$ cat config.mk
export PLATFORM = sky130hd
export DESIGN_NAME = uart_tx_fifo
export DESIGN_NICKNAME = d
export VERILOG_FILES = /design/src/rtl/uart_tx_fifo.sv
export SDC_FILE = /design/constraint.sdc
export NUM_CORES = 1
export LEC_CHECK = 0
export CAP_MARGIN = 20
export CORE_MARGIN = 5
export CORE_UTILIZATION = 55
export DETAILED_ROUTE_END_ITERATION = 10
export PLACE_DENSITY_LB_ADDON = 0.3
export SYNTH_ARGS = -nofsm -noshare
export SYNTH_HDL_FRONTEND = slang
export SYNTH_SLANG_ARGS = --single-unit
$ cat constraint.sdc
create_clock -name clk -period 4.3 [get_ports clk]
set_input_delay 0.645 -clock clk [delete_from_list [all_inputs] [get_ports clk]]
set_output_delay 0.645 -clock clk [all_outputs]
set_load 0.1 [all_outputs]
$ cat src/rtl/uart_tx_fifo.sv
// uart_tx_fifo: UART transmitter fed by a small write-side FIFO.
// Frames go out back-to-back while words are queued; tx idles high.
// Optional parity bit compiled in with `define UART_TX_PARITY_EN.
`timescale 1ns/1ps

module uart_tx_fifo #(
  parameter int unsigned frequency       = 27_000_000,
  parameter int unsigned transfer_speed  = 4800,
  parameter int unsigned package_size    = 8,
  parameter int unsigned stop_bits       = 1,
  parameter int unsigned fifo_depth_log2 = 2
) (
  input  logic                      clk,
  input  logic                      rst,
  input  logic [package_size-1:0]   data,
  input  logic                      data_valid,
  output logic                      data_ready,
  input  logic                      parity_odd,
  output logic                      tx,
  output logic                      busy,
  output logic [fifo_depth_log2:0]  fifo_count
);

  localparam int unsigned CNT   = frequency / transfer_speed;
  localparam int unsigned TW    = $clog2(CNT);
  localparam int unsigned DEPTH = 1 << fifo_depth_log2;
  localparam int unsigned PW    = fifo_depth_log2;
  localparam int unsigned CW    = fifo_depth_log2 + 1;
  localparam int unsigned BW    = 4;

  typedef enum logic [2:0] {
    ST_IDLE,
    ST_START,
    ST_DATA,
    ST_PARITY,
    ST_STOP
  } state_e;

  state_e                  state_q, state_d;
  logic [TW-1:0]           timer_q, timer_d;
  logic [BW-1:0]           bit_q, bit_d;
  logic [package_size-1:0] shift_q, shift_d;
  logic                    tx_q, tx_d;
  logic                    busy_q, busy_d;
  logic                    ready_q, ready_d;
  logic [CW-1:0]           count_q, count_d;
  logic [PW-1:0]           rd_ptr_q, rd_ptr_d;
  logic [PW-1:0]           wr_ptr_q, wr_ptr_d;
  logic [package_size-1:0] mem_q [DEPTH];
  logic                    push, pop, tick;

`ifdef UART_TX_PARITY_EN
  logic                    par_q, par_d;
`else
  logic                    unused_parity_odd;
  assign unused_parity_odd = parity_odd;
`endif

  // Next-state logic for the frame FSM, bit timer and FIFO bookkeeping
  always_comb begin
    state_d  = state_q;
    timer_d  = timer_q;
    bit_d    = bit_q;
    shift_d  = shift_q;
    tx_d     = tx_q;
    pop      = 1'b0;
    push     = data_valid && ready_q;
    tick     = (timer_q == TW'(CNT - 1));
`ifdef UART_TX_PARITY_EN
    par_d    = par_q;
`endif

    if (state_q != ST_IDLE) begin
      timer_d = tick ? '0 : timer_q + TW'(1);
    end

    case (state_q)
      ST_IDLE: begin
        if (count_q != '0) begin
          pop     = 1'b1;
          state_d = ST_START;
          tx_d    = 1'b0;
          timer_d = '0;
        end
      end
      ST_START: begin
        if (tick) begin
          state_d = ST_DATA;
          bit_d   = '0;
          tx_d    = shift_q[0];
        end
      end
      ST_DATA: begin
        if (tick) begin
          if (bit_q == BW'(package_size - 1)) begin
`ifdef UART_TX_PARITY_EN
            state_d = ST_PARITY;
            tx_d    = par_q;
`else
            state_d = ST_STOP;
            tx_d    = 1'b1;
            bit_d   = '0;
`endif
          end else begin
            bit_d   = bit_q + BW'(1);
            shift_d = shift_q >> 1;
            tx_d    = shift_q[1];
          end
        end
      end
      ST_PARITY: begin
`ifdef UART_TX_PARITY_EN
        if (tick) begin
          state_d = ST_STOP;
          tx_d    = 1'b1;
          bit_d   = '0;
        end
`else
        state_d = ST_IDLE;
        tx_d    = 1'b1;
`endif
      end
      ST_STOP: begin
        if (tick) begin
          if (bit_q == BW'(stop_bits - 1)) begin
            if (count_q != '0) begin
              pop     = 1'b1;
              state_d = ST_START;
              tx_d    = 1'b0;
            end else begin
              state_d = ST_IDLE;
              tx_d    = 1'b1;
            end
          end else begin
            bit_d = bit_q + BW'(1);
          end
        end
      end
      default: begin
        state_d = ST_IDLE;
        tx_d    = 1'b1;
        timer_d = '0;
      end
    endcase

    if (pop) begin
      shift_d = mem_q[rd_ptr_q];
`ifdef UART_TX_PARITY_EN
      par_d   = (^mem_q[rd_ptr_q]) ^ parity_odd;
`endif
    end

    rd_ptr_d = pop  ? rd_ptr_q + PW'(1) : rd_ptr_q;
    wr_ptr_d = push ? wr_ptr_q + PW'(1) : wr_ptr_q;
    count_d  = count_q + CW'(push) - CW'(pop);
    ready_d  = (count_d != CW'(DEPTH));
    busy_d   = (state_d != ST_IDLE) || (count_d != '0);
  end

  // State and output registers with synchronous reset
  always_ff @(posedge clk) begin
    if (rst) begin
      state_q  <= ST_IDLE;
      timer_q  <= '0;
      bit_q    <= '0;
      shift_q  <= '0;
      tx_q     <= 1'b1;
      busy_q   <= 1'b0;
      ready_q  <= 1'b1;
      count_q  <= '0;
      rd_ptr_q <= '0;
      wr_ptr_q <= '0;
`ifdef UART_TX_PARITY_EN
      par_q    <= 1'b0;
`endif
    end else begin
      state_q  <= state_d;
      timer_q  <= timer_d;
      bit_q    <= bit_d;
      shift_q  <= shift_d;
      tx_q     <= tx_d;
      busy_q   <= busy_d;
      ready_q  <= ready_d;
      count_q  <= count_d;
      rd_ptr_q <= rd_ptr_d;
      wr_ptr_q <= wr_ptr_d;
`ifdef UART_TX_PARITY_EN
      par_q    <= par_d;
`endif
    end
  end

  // FIFO storage; contents need no reset, pointers and count define validity
  always_ff @(posedge clk) begin
    if (push) begin
      mem_q[wr_ptr_q] <= data;
    end
  end

  assign tx         = tx_q;
  assign busy       = busy_q;
  assign data_ready = ready_q;
  assign fifo_count = count_q;

endmodule

==> results.yml, run 1 <==
timing:
  max_slew_headroom_pct: 35.5
  least_margin_pin_slew_ps: 965
  whs_ps: 497
  setup-violations-final: 0
  fin_crit_sh_pct: 78.2
  min_period_ps: 3360
  hold_fails_final_rpt: 0
  fmaxAchievable_mhz: 297
  fin_worst_skew_ps: 8.01
  slew_violations: 0
  setup_total_negative_slack_ps: 0
  grt_setup_unrepaired: "false"
route:
  wirelength_mm: 5.45
  post_drt_wl_per_cell_um: 14.9
  per_cell_via_count_in_the_routed_design: 5.59
  drc_errors: 0
  drtIter0Drc: 169
  detail-route-antenna-nets: 0
  drt_pass1_iterations: 4
  vias: 2042
power_and_ir_drop:
  static_leakage_nw: 1.22
  switching_share_pct: 35.2
  power.net_switching_mw: 0.738
  internal_power_of_the_cells_mw: 1.36
  ir_worst_vdd_v: 0.000370
  combPwrFrac_pct: 30.7
  total_power_mw: 2.10
  power.density_mw_per_mm2: 584
  clock_power_share_pct: 24.9
  share_seq_of_total_power_pct: 44.4
synthesis:
  synth_cell_types: 49
  syn-instance-count: 271
  synth_top_cell_by_area: "sky130_fd_sc_hd__edfxtp_1"
  share_of_synthesized_registers_carrying_an_async_set_or_reset_pct: 0
  synth_seq_area_share_pct: 55.4
  postSynthRegisterBits: 72
  combined_area_of_all_synthesized_cells_mm2: 0.00318
  area_share_of_the_leading_cell_type_in_the_synthesized_netlist_pct: 30.2
  edff_count_synth: 32
  yosysWarningCount: 0
  synth_top_flop_cell: "sky130_fd_sc_hd__dfxtp_1"
  yosys-top-cells-area: "sky130_fd_sc_hd__edfxtp_1 30%, sky130_fd_sc_hd__dfxtp_1 25%, sky130_fd_sc_hd__mux4_2 5.7%"
  synthesis.nets: 293
  synth_area_per_cell_um2: 11.7
clocking:
  cts_buffer_depth: 2
  clockRootBuffer: "sky130_fd_sc_hd__clkbuf_8"
  ctsHtreeMaxLevel: 3
  numCtsBuffers: 9
  cts-hold-fix-buffers: 0
  clock_sink_count: 72
  tritoncts: "yes"
  number_of_buffers_inserted_by_post_cts_setup_repair: 0
  clk-insertion-delay-late_ps: 330
  clk_pin_slew_ps: 80
  postCtsResizedCells: 0
global_routing:
  first_global_vias: 1973
  gr-usage-met3_pct: 3.65
  gr-usage-met1_pct: 21.3
  grtUsageTotal_pct: 16.1
  grt_met2_usage_pct: 25.4
  grt.overflow.total: 0
  grt_first_pass_wirelength_mm: 9.32
  pin_count_of_the_biggest_net_entering_global_routing: 22
  grt_most_used_layer: "met2"
  grt_antenna_before_repair: 0
critical_path:
  timing.reg2reg.worst_path_depth: 14
  worst_path_class_setup: "flop to flop"
  critPathMaxFanout: 3
  endpoint: "busy"
  cp-startpoint: "bit_q[0]"
  crit_required_ps: 4510
  crit_path_max_incr_delay_ps: 390
  timing.rr.start: "bit_q[0]"
  worst-path-stages: 14
  reg2reg_setup_slack_ps: 940
  critical_path.reg2reg.endpoint: "busy"
  cp_endpoint_kind: "flop"
  timing.critical_path.cells: "inv_1 > ha_1 > nor3b_1 > nand4_1 > a211o_1 > nand3_1 > nand2_1 > ha_1 > fa_1 > xnor2_1 > xnor2_1 > nor3_1 > a31oi_1 > or3_1"
  cp.buffers_inverters: 1
  cp_top_family: "simple AND/OR/NAND/NOR gates"
  timing.critical_path.arrival_ps: 3580
  startpoint_type: "flop"
  cpMaxStageDelayCell: "sky130_fd_sc_hd__a211o_1"
die:
  dieHeight_um: 86.0
  die_area_mm2: 0.00740
  core_mm2: 0.00557
  die_outline_width_um: 86.0
  top_level_port_count: 18
  floorplan.initialDensity_pct: 57.0
  std_cell_rows: 27
place:
  io_buffer_count: 16
  gp_congestion: 0.761
  postPlaceCellArea_mm2: 0.00340
  hpwl_mm: 3.74
run_status:
  outcome: "complete, no violations"
layout:
  num_antenna_cells: 0
  filler_cell_count: 433
  post_route_cells_drive_above_1_share_pct: 11.3
  finalNetCount: 310
  syn_to_final_growth_pct: 13.0
  total_non_filler_cell_area_in_the_finished_layout_mm2: 0.00359
flow_run:
  reported_max_cap_violation_count: 0
worst_hold_path:
  min_path_type: "flop to flop"
  hold-path-cell-count: 2
worst reg2reg max path, cell delays in order, from the launching register on:
cell and delay, ps:
sky130_fd_sc_hd__dfxtp_1 330, sky130_fd_sc_hd__inv_1 90, sky130_fd_sc_hd__ha_1 140, sky130_fd_sc_hd__nor3b_1 320
sky130_fd_sc_hd__nand4_1 260, sky130_fd_sc_hd__a211o_1 390, sky130_fd_sc_hd__nand3_1 90, sky130_fd_sc_hd__nand2_1 60
sky130_fd_sc_hd__ha_1 190, sky130_fd_sc_hd__fa_1 370, sky130_fd_sc_hd__xnor2_1 190, sky130_fd_sc_hd__xnor2_1 100
sky130_fd_sc_hd__nor3_1 190, sky130_fd_sc_hd__a31oi_1 140, sky130_fd_sc_hd__or3_1 390
worst min-delay path by stage:
stage,slack (ps),from,endpoint
detailed placement,490,shift_q[7],shift_q[7]
CTS,500,shift_q[7],shift_q[7]
floorplan,460,shift_q[7],shift_q[7]
global route,520,shift_q[7],shift_q[7]
global placement,490,wr_ptr_q[1],wr_ptr_q[1]
finish,500,shift_q[7],shift_q[7]
cells by family after synthesis:
| group | synth area share (%) |
|---|---|
| AND/OR/NAND/NOR | 17.3 |
| flip-flops | 55.4 |
| multiplexers | 8.50 |
| buffers and inverters | 2.52 |
| adder cells (fa/ha/maj) | 4.17 |
| AO/OA/AOI/OAI | 7.71 |
| XOR/XNOR | 4.41 |
synth_stat cells (all sizes together), types with 2 or more instances:
library cell and n:
nand2 12, o21ai 5, mux2i 9, ha 9
a21oi 9, xor2 5, nor3 5, nor4 3
nand4 4, nand3b 2, nand3 6, nor2 33
mux4 8, edfxtp 32, buf 3, and3 7
o21a 2, inv 9, dfxtp 40, nand2b 5
or2 2, a211oi 9, nor3b 3, or3 5
xnor2 11, clkbuf 9, nor2b 5
cell type report:
class                           instances  area [µm²]  area share (%)
Tap cell                               72        90.1            2.51
Multi-Input combinational cell        178        1340            37.2
Timing Repair Buffer                   18         175            4.87
Clock buffer                            9         124            3.45
Sequential cell                        72        1760            49.0
Inverter                                9        33.8           0.940
Clock inverter                          7        71.3            1.98
registers in the layout (all words and copies together), names as in the netlist, named ones only:
register    count
data_ready      1
fifo_count      3
timer_q        13
mem_q          32
bit_q           4
shift_q         8
tx              1
wr_ptr_q        2
busy            1
state_q         3
rd_ptr_q        2
power groups by stage:
stage / sequential [mW] / combinational, mW / clock [mW]
3_3_place_gp: 0.946 / 0.637 / 0
2_1_floorplan: 1.04 / 0.404 / 0
6_report: 0.932 / 0.644 / 0.522
3_5_place_dp: 0.950 / 0.648 / 0
4_1_cts: 0.936 / 0.651 / 0.534
5_1_grt: 0.950 / 0.704 / 0.565
per-layer routing:
| metal | wire [µm] | up-vias |
|---|---|---|
| li1 | - | 1019 |
| met1 | 2560 | 991 |
| met2 | 2630 | 26 |
| met3 | 197 | 6 |
| met4 | 55 | 0 |
| met5 | 0 | - |
cell usage in the layout, fill, tap and decap left out, types with 3 or more instances in the layout:
cell / n
sky130_fd_sc_hd__inv_1: 9
sky130_fd_sc_hd__and3_1: 7
sky130_fd_sc_hd__nand3_1: 5
sky130_fd_sc_hd__nor2b_1: 5
sky130_fd_sc_hd__nand2b_1: 5
sky130_fd_sc_hd__nor2_1: 33
sky130_fd_sc_hd__a21oi_1: 9
sky130_fd_sc_hd__nor3b_1: 3
sky130_fd_sc_hd__nand2_1: 12
sky130_fd_sc_hd__clkdlybuf4s50_1: 16
sky130_fd_sc_hd__nand4_1: 4
sky130_fd_sc_hd__mux4_2: 8
sky130_fd_sc_hd__dfxtp_1: 40
sky130_fd_sc_hd__nor3_1: 5
sky130_fd_sc_hd__mux2i_1: 9
sky130_fd_sc_hd__a211oi_1: 9
sky130_fd_sc_hd__o21ai_0: 5
sky130_fd_sc_hd__or3_1: 5
sky130_fd_sc_hd__xor2_1: 5
sky130_fd_sc_hd__ha_1: 9
sky130_fd_sc_hd__xnor2_1: 11
sky130_fd_sc_hd__clkbuf_8: 9
sky130_fd_sc_hd__edfxtp_1: 32
sky130_fd_sc_hd__clkinvlp_4: 3
through the flow:
stage	utilization [%]	worst slack [ps]	std cells
after floorplan	-	888	271
after global placement	61.0	1020	349
after detailed placement	61.0	952	349
after CTS	64.5	905	365
after global routing	64.5	708	365
final	64.5	935	365
Power figures use the tool's default switching activity.
==> run 2: changes to the inputs <==
--- a/config.mk
+++ b/config.mk
@@ -7,7 +7,7 @@
 export LEC_CHECK = 0
 export CAP_MARGIN = 20
 export CORE_MARGIN = 5
-export CORE_UTILIZATION = 55
+export CORE_UTILIZATION = 53
 export DETAILED_ROUTE_END_ITERATION = 10
 export PLACE_DENSITY_LB_ADDON = 0.3
 export SYNTH_ARGS = -nofsm -noshare
==> constraint.sdc (replaced) <==
create_clock -name clk -period 3 [get_ports clk]
set_input_delay 0.45 -clock clk [delete_from_list [all_inputs] [get_ports clk]]
set_output_delay 0.45 -clock clk [all_outputs]
set_load 0.1 [all_outputs]
==> run 2 against run 1 <==
Wire length rose by 4.4%; die area up 3.3%; clock-buffer cell count is 1 higher; sequential share of layout area decreased by 1.6 points; critical endpoint unchanged; largest cell class unchanged; highest routed layer unchanged.
==> results.yml, run 2 (same netlist as run 1, synthesis figures left out) <==
layout:
  post_layout_nonfiller_instances: 385
  mostFrequentLayoutCell: "sky130_fd_sc_hd__dfxtp_1"
  most_frequent_cells_in_the_layout: "34 x sky130_fd_sc_hd__dfxtp_1, 33 x sky130_fd_sc_hd__nor2_1, 32 x sky130_fd_sc_hd__edfxtp_1"
  registers.top_by_ff_count: "mem_q"
  total_non_filler_cell_area_in_the_finished_layout_mm2: 0.00373
  syn_to_final_growth_pct: 17.4
  num_antenna_cells: 0
  utilization_pct: 63.4
  layout_top_registers: "mem_q (32), timer_q (13), shift_q (8)"
  post_route_cells_drive_above_1_share_pct: 22.9
  largest_register_ff_count: 32
  finalNetCount: 327
clocking:
  clockRootBuffer: "sky130_fd_sc_hd__clkbuf_8"
  clock_sink_count: 72
  clk-insertion-delay-late_ps: 340
  cts_buffer_depth: 2
  ctsHtreeMaxLevel: 3
  clk_pin_slew_ps: 70
  tritoncts: "yes"
  numCtsBuffers: 9
route:
  wl_met1_mm: 2.59
  drt_pass1_iterations: 5
  per_cell_via_count_in_the_routed_design: 5.49
  vias: 2113
  met2WireLength_mm: 2.75
  route.top_layer_used: "met4"
  wirelength_mm: 5.69
  drtIter0Drc: 107
  drc_errors: 0
  detail-route-antenna-nets: 0
  post_drt_wl_per_cell_um: 14.8
  met3RoutedLength_um: 233
timing:
  setup_total_negative_slack_ps: 0
  whs_ps: 493
  fmaxAchievable_mhz: 338
  least_margin_pin_slew_ps: 600
  setup-violations-final: 0
  grt_setup_unrepaired: "true"
  min_period_ps: 2960
  max_slew_headroom_pct: 59.7
  fin_crit_sh_pct: 98.6
  hold_fails_final_rpt: 0
  fin_worst_skew_ps: 12.3
  slew_violations: 0
  postLayoutSetupSlackWorst_ps: 41.6
place:
  dp_cells: 369
  gp_congestion: 0.851
  dp_worst_setup_slack_ps: 53.4
  hpwl_mm: 3.98
  io_buffer_count: 16
  postPlaceCellArea_mm2: 0.00353
critical_path:
  cpMaxStageDelayCell: "sky130_fd_sc_hd__fa_2"
  critical-path-top-cell-by-count: "sky130_fd_sc_hd__xnor2_2"
  critPathMaxFanout: 3
  cp-startpoint: "bit_q[0]"
  crit_path_max_incr_delay_ps: 370
  endpoint: "busy"
  reg2reg_setup_slack_ps: 40
  worst_path_class_setup: "flop to flop"
  timing.reg2reg.worst_path_depth: 14
  cp_endpoint_kind: "flop"
  timing.rr.start: "bit_q[0]"
  crit_required_ps: 3220
  timing.critical_path.arrival_ps: 3180
  critical_path.reg2reg.endpoint: "busy"
  startpoint_type: "flop"
  timing.critical_path.cells: "inv_2 > ha_1 > nor3b_4 > nand4_1 > a211o_1 > nand3_1 > nand2_1 > ha_2 > fa_2 > xnor2_2 > xnor2_2 > nor3_2 > a31oi_1 > or3_1"
die:
  core_mm2: 0.00589
  std_cell_rows: 28
  die_area_mm2: 0.00765
  top_level_port_count: 18
  dieHeight_um: 87.5
  die_outline_width_um: 87.5
  floorplan.initialDensity_pct: 54.0
global_routing:
  grtUsageTotal_pct: 16.6
  pin_count_of_the_biggest_net_entering_global_routing: 22
  grt_antenna_before_repair: 0
  grt.overflow.total: 0
  first_global_vias: 2097
  grt_first_pass_wirelength_mm: 9.76
power_and_ir_drop:
  ir_worst_vdd_v: 0.000605
  static_leakage_nw: 1.32
  total_power_mw: 3.01
  power.density_mw_per_mm2: 808
flow_run:
  reported_max_cap_violation_count: 0
worst_hold_path:
  min_path_type: "flop to flop"
  worst_hold_startpoint: "shift_q[7]"
run_status:
  outcome: "complete, no violations"
run 2: cell types whose count changed in the layout (fill, tap and decap cells not counted), moves of 2 or more:
cell                              delta
sky130_fd_sc_hd__buf_4              +23
sky130_fd_sc_hd__clkdlybuf4s50_1     -6
sky130_fd_sc_hd__dfxtp_1             -6
sky130_fd_sc_hd__dfxtp_2             +6
sky130_fd_sc_hd__ha_1                -2
sky130_fd_sc_hd__ha_2                +2
sky130_fd_sc_hd__inv_1               -3
sky130_fd_sc_hd__inv_2               +3
sky130_fd_sc_hd__xnor2_1             -2
sky130_fd_sc_hd__xnor2_2             +2
run 2: worst max-delay path: cells and delay by family (launching register included):
family	cells	cell delay (ps)
simple gates	6	1040
fa+ha+maj	3	690
compound gates	2	450
flops	1	330
xor+xnor	2	310
buf+inv	1	50
run 2: what timing repair did:
item / CTS / global route
setup buffers: 0 / 0
endpoints found under the setup margin: 0 / 1
resized for setup: 0 / 12
hold buffers: 0 / 0
run 2: report_power, final:
part | internal, mW | leakage (nW) | switching [mW] | total [mW]
sequential | 1.20 | 0.623 | 0.115 | 1.32
clock | 0.302 | 0.0792 | 0.371 | 0.674
combinational | 0.407 | 0.616 | 0.614 | 1.02
total | 1.91 | 1.32 | 1.10 | 3.01
run 2: how the worst min path moves through the flow:
stage,cells after the start,endpoint,slack [ps]
detailed placement,2,shift_q[7],480
global placement,2,shift_q[7],480
global route,2,shift_q[7],540
finish,2,shift_q[7],490
CTS,2,shift_q[7],500
floorplan,2,shift_q[7],460
run 2: area by class of cell:
type | count | area, µm²
fill | 455 | 2150
clock inverter | 6 | 42.5
tap | 75 | 93.8
timing repair buffer | 35 | 288
inverter | 9 | 33.8
multi-input combinational | 178 | 1380
clock buffer | 10 | 128
sequential | 72 | 1770
run 2: metal layers:
metal | track usage [%] | up-vias
li1 | - | 1062
met1 | 20.8 | 1008
met2 | 26.8 | 29
met3 | 4.92 | 14
met4 | 6.28 | 0
met5 | 0 | -
==> run 3: changes to the inputs <==
--- a/config.mk
+++ b/config.mk
@@ -7,9 +7,10 @@
 export LEC_CHECK = 0
 export CAP_MARGIN = 20
 export CORE_MARGIN = 5
-export CORE_UTILIZATION = 53
+export CORE_UTILIZATION = 55
 export DETAILED_ROUTE_END_ITERATION = 10
 export PLACE_DENSITY_LB_ADDON = 0.3
+export REMOVE_ABC_BUFFERS = 1
 export SYNTH_ARGS = -nofsm -noshare
 export SYNTH_HDL_FRONTEND = slang
 export SYNTH_SLANG_ARGS = --single-unit
==> constraint.sdc (replaced) <==
create_clock -name clk -period 3.4 [get_ports clk]
set_input_delay 0.51 -clock clk [delete_from_list [all_inputs] [get_ports clk]]
set_output_delay 0.51 -clock clk [all_outputs]
set_load 0.1 [all_outputs]
==> run 3 against run 2 <==
Sequential power shrank 13%; fmax shrank 6.8%; cell count shrank 4.9%; via count shrank 4.2%; sequential share of layout area grew 1.6 points; non-clock buffer count shrank 16; global-route usage shrank 1.2 points; largest power group unchanged; critical path type unchanged; critical endpoint unchanged; core utilization grew 1.1 points; critical path depth is the same.
==> results.yml, run 3 (same netlist as run 1, synthesis figures left out) <==
timing:
  hold_fails_final_rpt: 0
  fin_worst_skew_ps: 7.14
  postLayoutSetupSlackWorst_ps: 225
  min_period_ps: 3180
  setup-violations-final: 0
  max_slew_headroom_pct: 35.2
  slew_violations: 0
  least_margin_pin_slew_ps: 969
  fin_crit_sh_pct: 93.4
  grt_setup_unrepaired: "false"
  fmaxAchievable_mhz: 315
die:
  core_mm2: 0.00557
  die_area_mm2: 0.00740
  dieHeight_um: 86.0
  std_cell_rows: 27
  floorplan.initialDensity_pct: 57.0
  top_level_port_count: 18
  die_outline_width_um: 86.0
critical_path:
  timing.rr.start: "timer_q[0]"
  timing.reg2reg.worst_path_depth: 14
  cp_endpoint_kind: "flop"
  reg2reg_setup_slack_ps: 220
  startpoint_type: "flop"
  cp-startpoint: "timer_q[0]"
  crit_required_ps: 3620
  critPathMaxFanout: 4
  timing.critical_path.arrival_ps: 3400
  endpoint: "busy"
  critical_path.reg2reg.endpoint: "busy"
  worst_path_class_setup: "flop to flop"
route:
  post_drt_wl_per_cell_um: 14.2
  drt_pass1_iterations: 4
  met2WireLength_mm: 2.58
  wirelength_mm: 5.21
  drtIter0Drc: 72
  vias: 2024
  detail-route-antenna-nets: 0
  wl_met1_mm: 2.44
  route.top_layer_used: "met4"
  per_cell_via_count_in_the_routed_design: 5.53
  met3RoutedLength_um: 149
  drc_errors: 0
power_and_ir_drop:
  static_leakage_nw: 1.22
  power.density_mw_per_mm2: 726
  ir_worst_vdd_v: 0.000384
clocking:
  cts-hold-fix-buffers: 0
  clk-insertion-delay-late_ps: 340
  tritoncts: "yes"
  cts_buffer_depth: 2
  clk_pin_slew_ps: 80
  numCtsBuffers: 9
  clockRootBuffer: "sky130_fd_sc_hd__clkbuf_8"
  clock_sink_count: 72
  ctsHtreeMaxLevel: 3
place:
  io_buffer_count: 16
  dp_worst_setup_slack_ps: 83.7
  gp_congestion: 0.792
  dp_cells: 350
  hpwl_mm: 3.65
worst_hold_path:
  min_path_type: "flop to flop"
  hold-path-cell-count: 2
global_routing:
  pin_count_of_the_biggest_net_entering_global_routing: 25
  first_global_vias: 1883
  grtUsageTotal_pct: 15.4
  grt_first_pass_wirelength_mm: 8.89
  grt.overflow.total: 0
  grt_antenna_before_repair: 0
layout:
  utilization_pct: 64.5
  layout_top_registers: "mem_q (32), timer_q (13), shift_q (8)"
  post_route_cells_drive_above_1_share_pct: 11.9
  post_layout_nonfiller_instances: 366
  syn_to_final_growth_pct: 13.1
  registers.top_by_ff_count: "mem_q"
  num_antenna_cells: 0
  finalNetCount: 311
  mostFrequentLayoutCell: "sky130_fd_sc_hd__dfxtp_1"
  largest_register_ff_count: 32
  most_frequent_cells_in_the_layout: "40 x sky130_fd_sc_hd__dfxtp_1, 33 x sky130_fd_sc_hd__nor2_1, 32 x sky130_fd_sc_hd__edfxtp_1"
flow_run:
  reported_max_cap_violation_count: 0
run_status:
  outcome: "complete, no violations"
==> run 3: cell count changes in the layout (fill, tap and decap cells not counted), moves of 3 or more <==
cell,change
sky130_fd_sc_hd__inv_2,-3
sky130_fd_sc_hd__dfxtp_2,-6
sky130_fd_sc_hd__buf_4,-22
sky130_fd_sc_hd__inv_1,+3
sky130_fd_sc_hd__dfxtp_1,+6
sky130_fd_sc_hd__clkdlybuf4s50_1,+6
==> run 3: how the worst min path moves through the flow <==
| stage | endpoint | startpoint | slack, ps |
|---|---|---|---|
| floorplan | shift_q[7] | shift_q[7] | 460 |
| global placement | shift_q[7] | shift_q[7] | 480 |
| detailed placement | shift_q[7] | shift_q[7] | 490 |
| CTS | shift_q[7] | shift_q[7] | 510 |
| global route | wr_ptr_q[1] | wr_ptr_q[1] | 530 |
| finish | shift_q[7] | shift_q[7] | 500 |
==> run 3: per-layer routing <==
layer	global-route usage, %	up-vias
li1	-	1030
met1	20.4	967
met2	23.5	22
met3	4.03	5
met4	6.91	0
met5	0	-
==> run 3: area by class of cell <==
class | count | area, µm²
fillers | 437 | 1980
flip-flops and latches | 72 | 1760
multi-input cells | 178 | 1340
repair buffers | 19 | 183
clock buffers | 9 | 124
well taps | 72 | 90.1
clock inverters | 7 | 60.1
inverters | 9 | 33.8
==> run 3: through the flow <==
stage / total power, mW / hold WS [ps] / cell area [µm²] / setup TNS, ps
2_1_floorplan: 1.80 / 456 / 3130 / -36.3
3_3_place_gp: 2.01 / 477 / 3410 / 0
3_5_place_dp: 2.02 / 492 / 3410 / 0
4_1_cts: 2.64 / 506 / 3590 / 0
5_1_grt: 2.78 / 529 / 3590 / 0
6_report: 2.61 / 500 / 3590 / 0
==> run 3: report_power, final <==
| part | leakage, nW | switching [mW] | internal (mW) |
|---|---|---|---|
| Clock | 0.0912 | 0.340 | 0.277 |
| Combinational | 0.511 | 0.509 | 0.329 |
| Sequential | 0.620 | 0.0963 | 1.06 |
==> run 3: worst max-delay path, cell delays in order, from the launching register on <==
cell,delay (ps)
sky130_fd_sc_hd__dfxtp_1,350
sky130_fd_sc_hd__inv_1,60
sky130_fd_sc_hd__ha_1,130
sky130_fd_sc_hd__and4b_1,260
sky130_fd_sc_hd__nand4_1,180
sky130_fd_sc_hd__a211o_1,370
sky130_fd_sc_hd__nand3_1,90
sky130_fd_sc_hd__nand2_1,60
sky130_fd_sc_hd__ha_1,190
sky130_fd_sc_hd__fa_1,370
sky130_fd_sc_hd__xnor2_1,200
sky130_fd_sc_hd__xnor2_1,110
sky130_fd_sc_hd__nor3_1,200
sky130_fd_sc_hd__a31oi_1,120
sky130_fd_sc_hd__or3_1,360
==> run 3: repair_timing <==
action                                  CTS  global route
endpoints found under the setup margin    0             1
resized for setup                         0             1
buffers inserted                          0             0
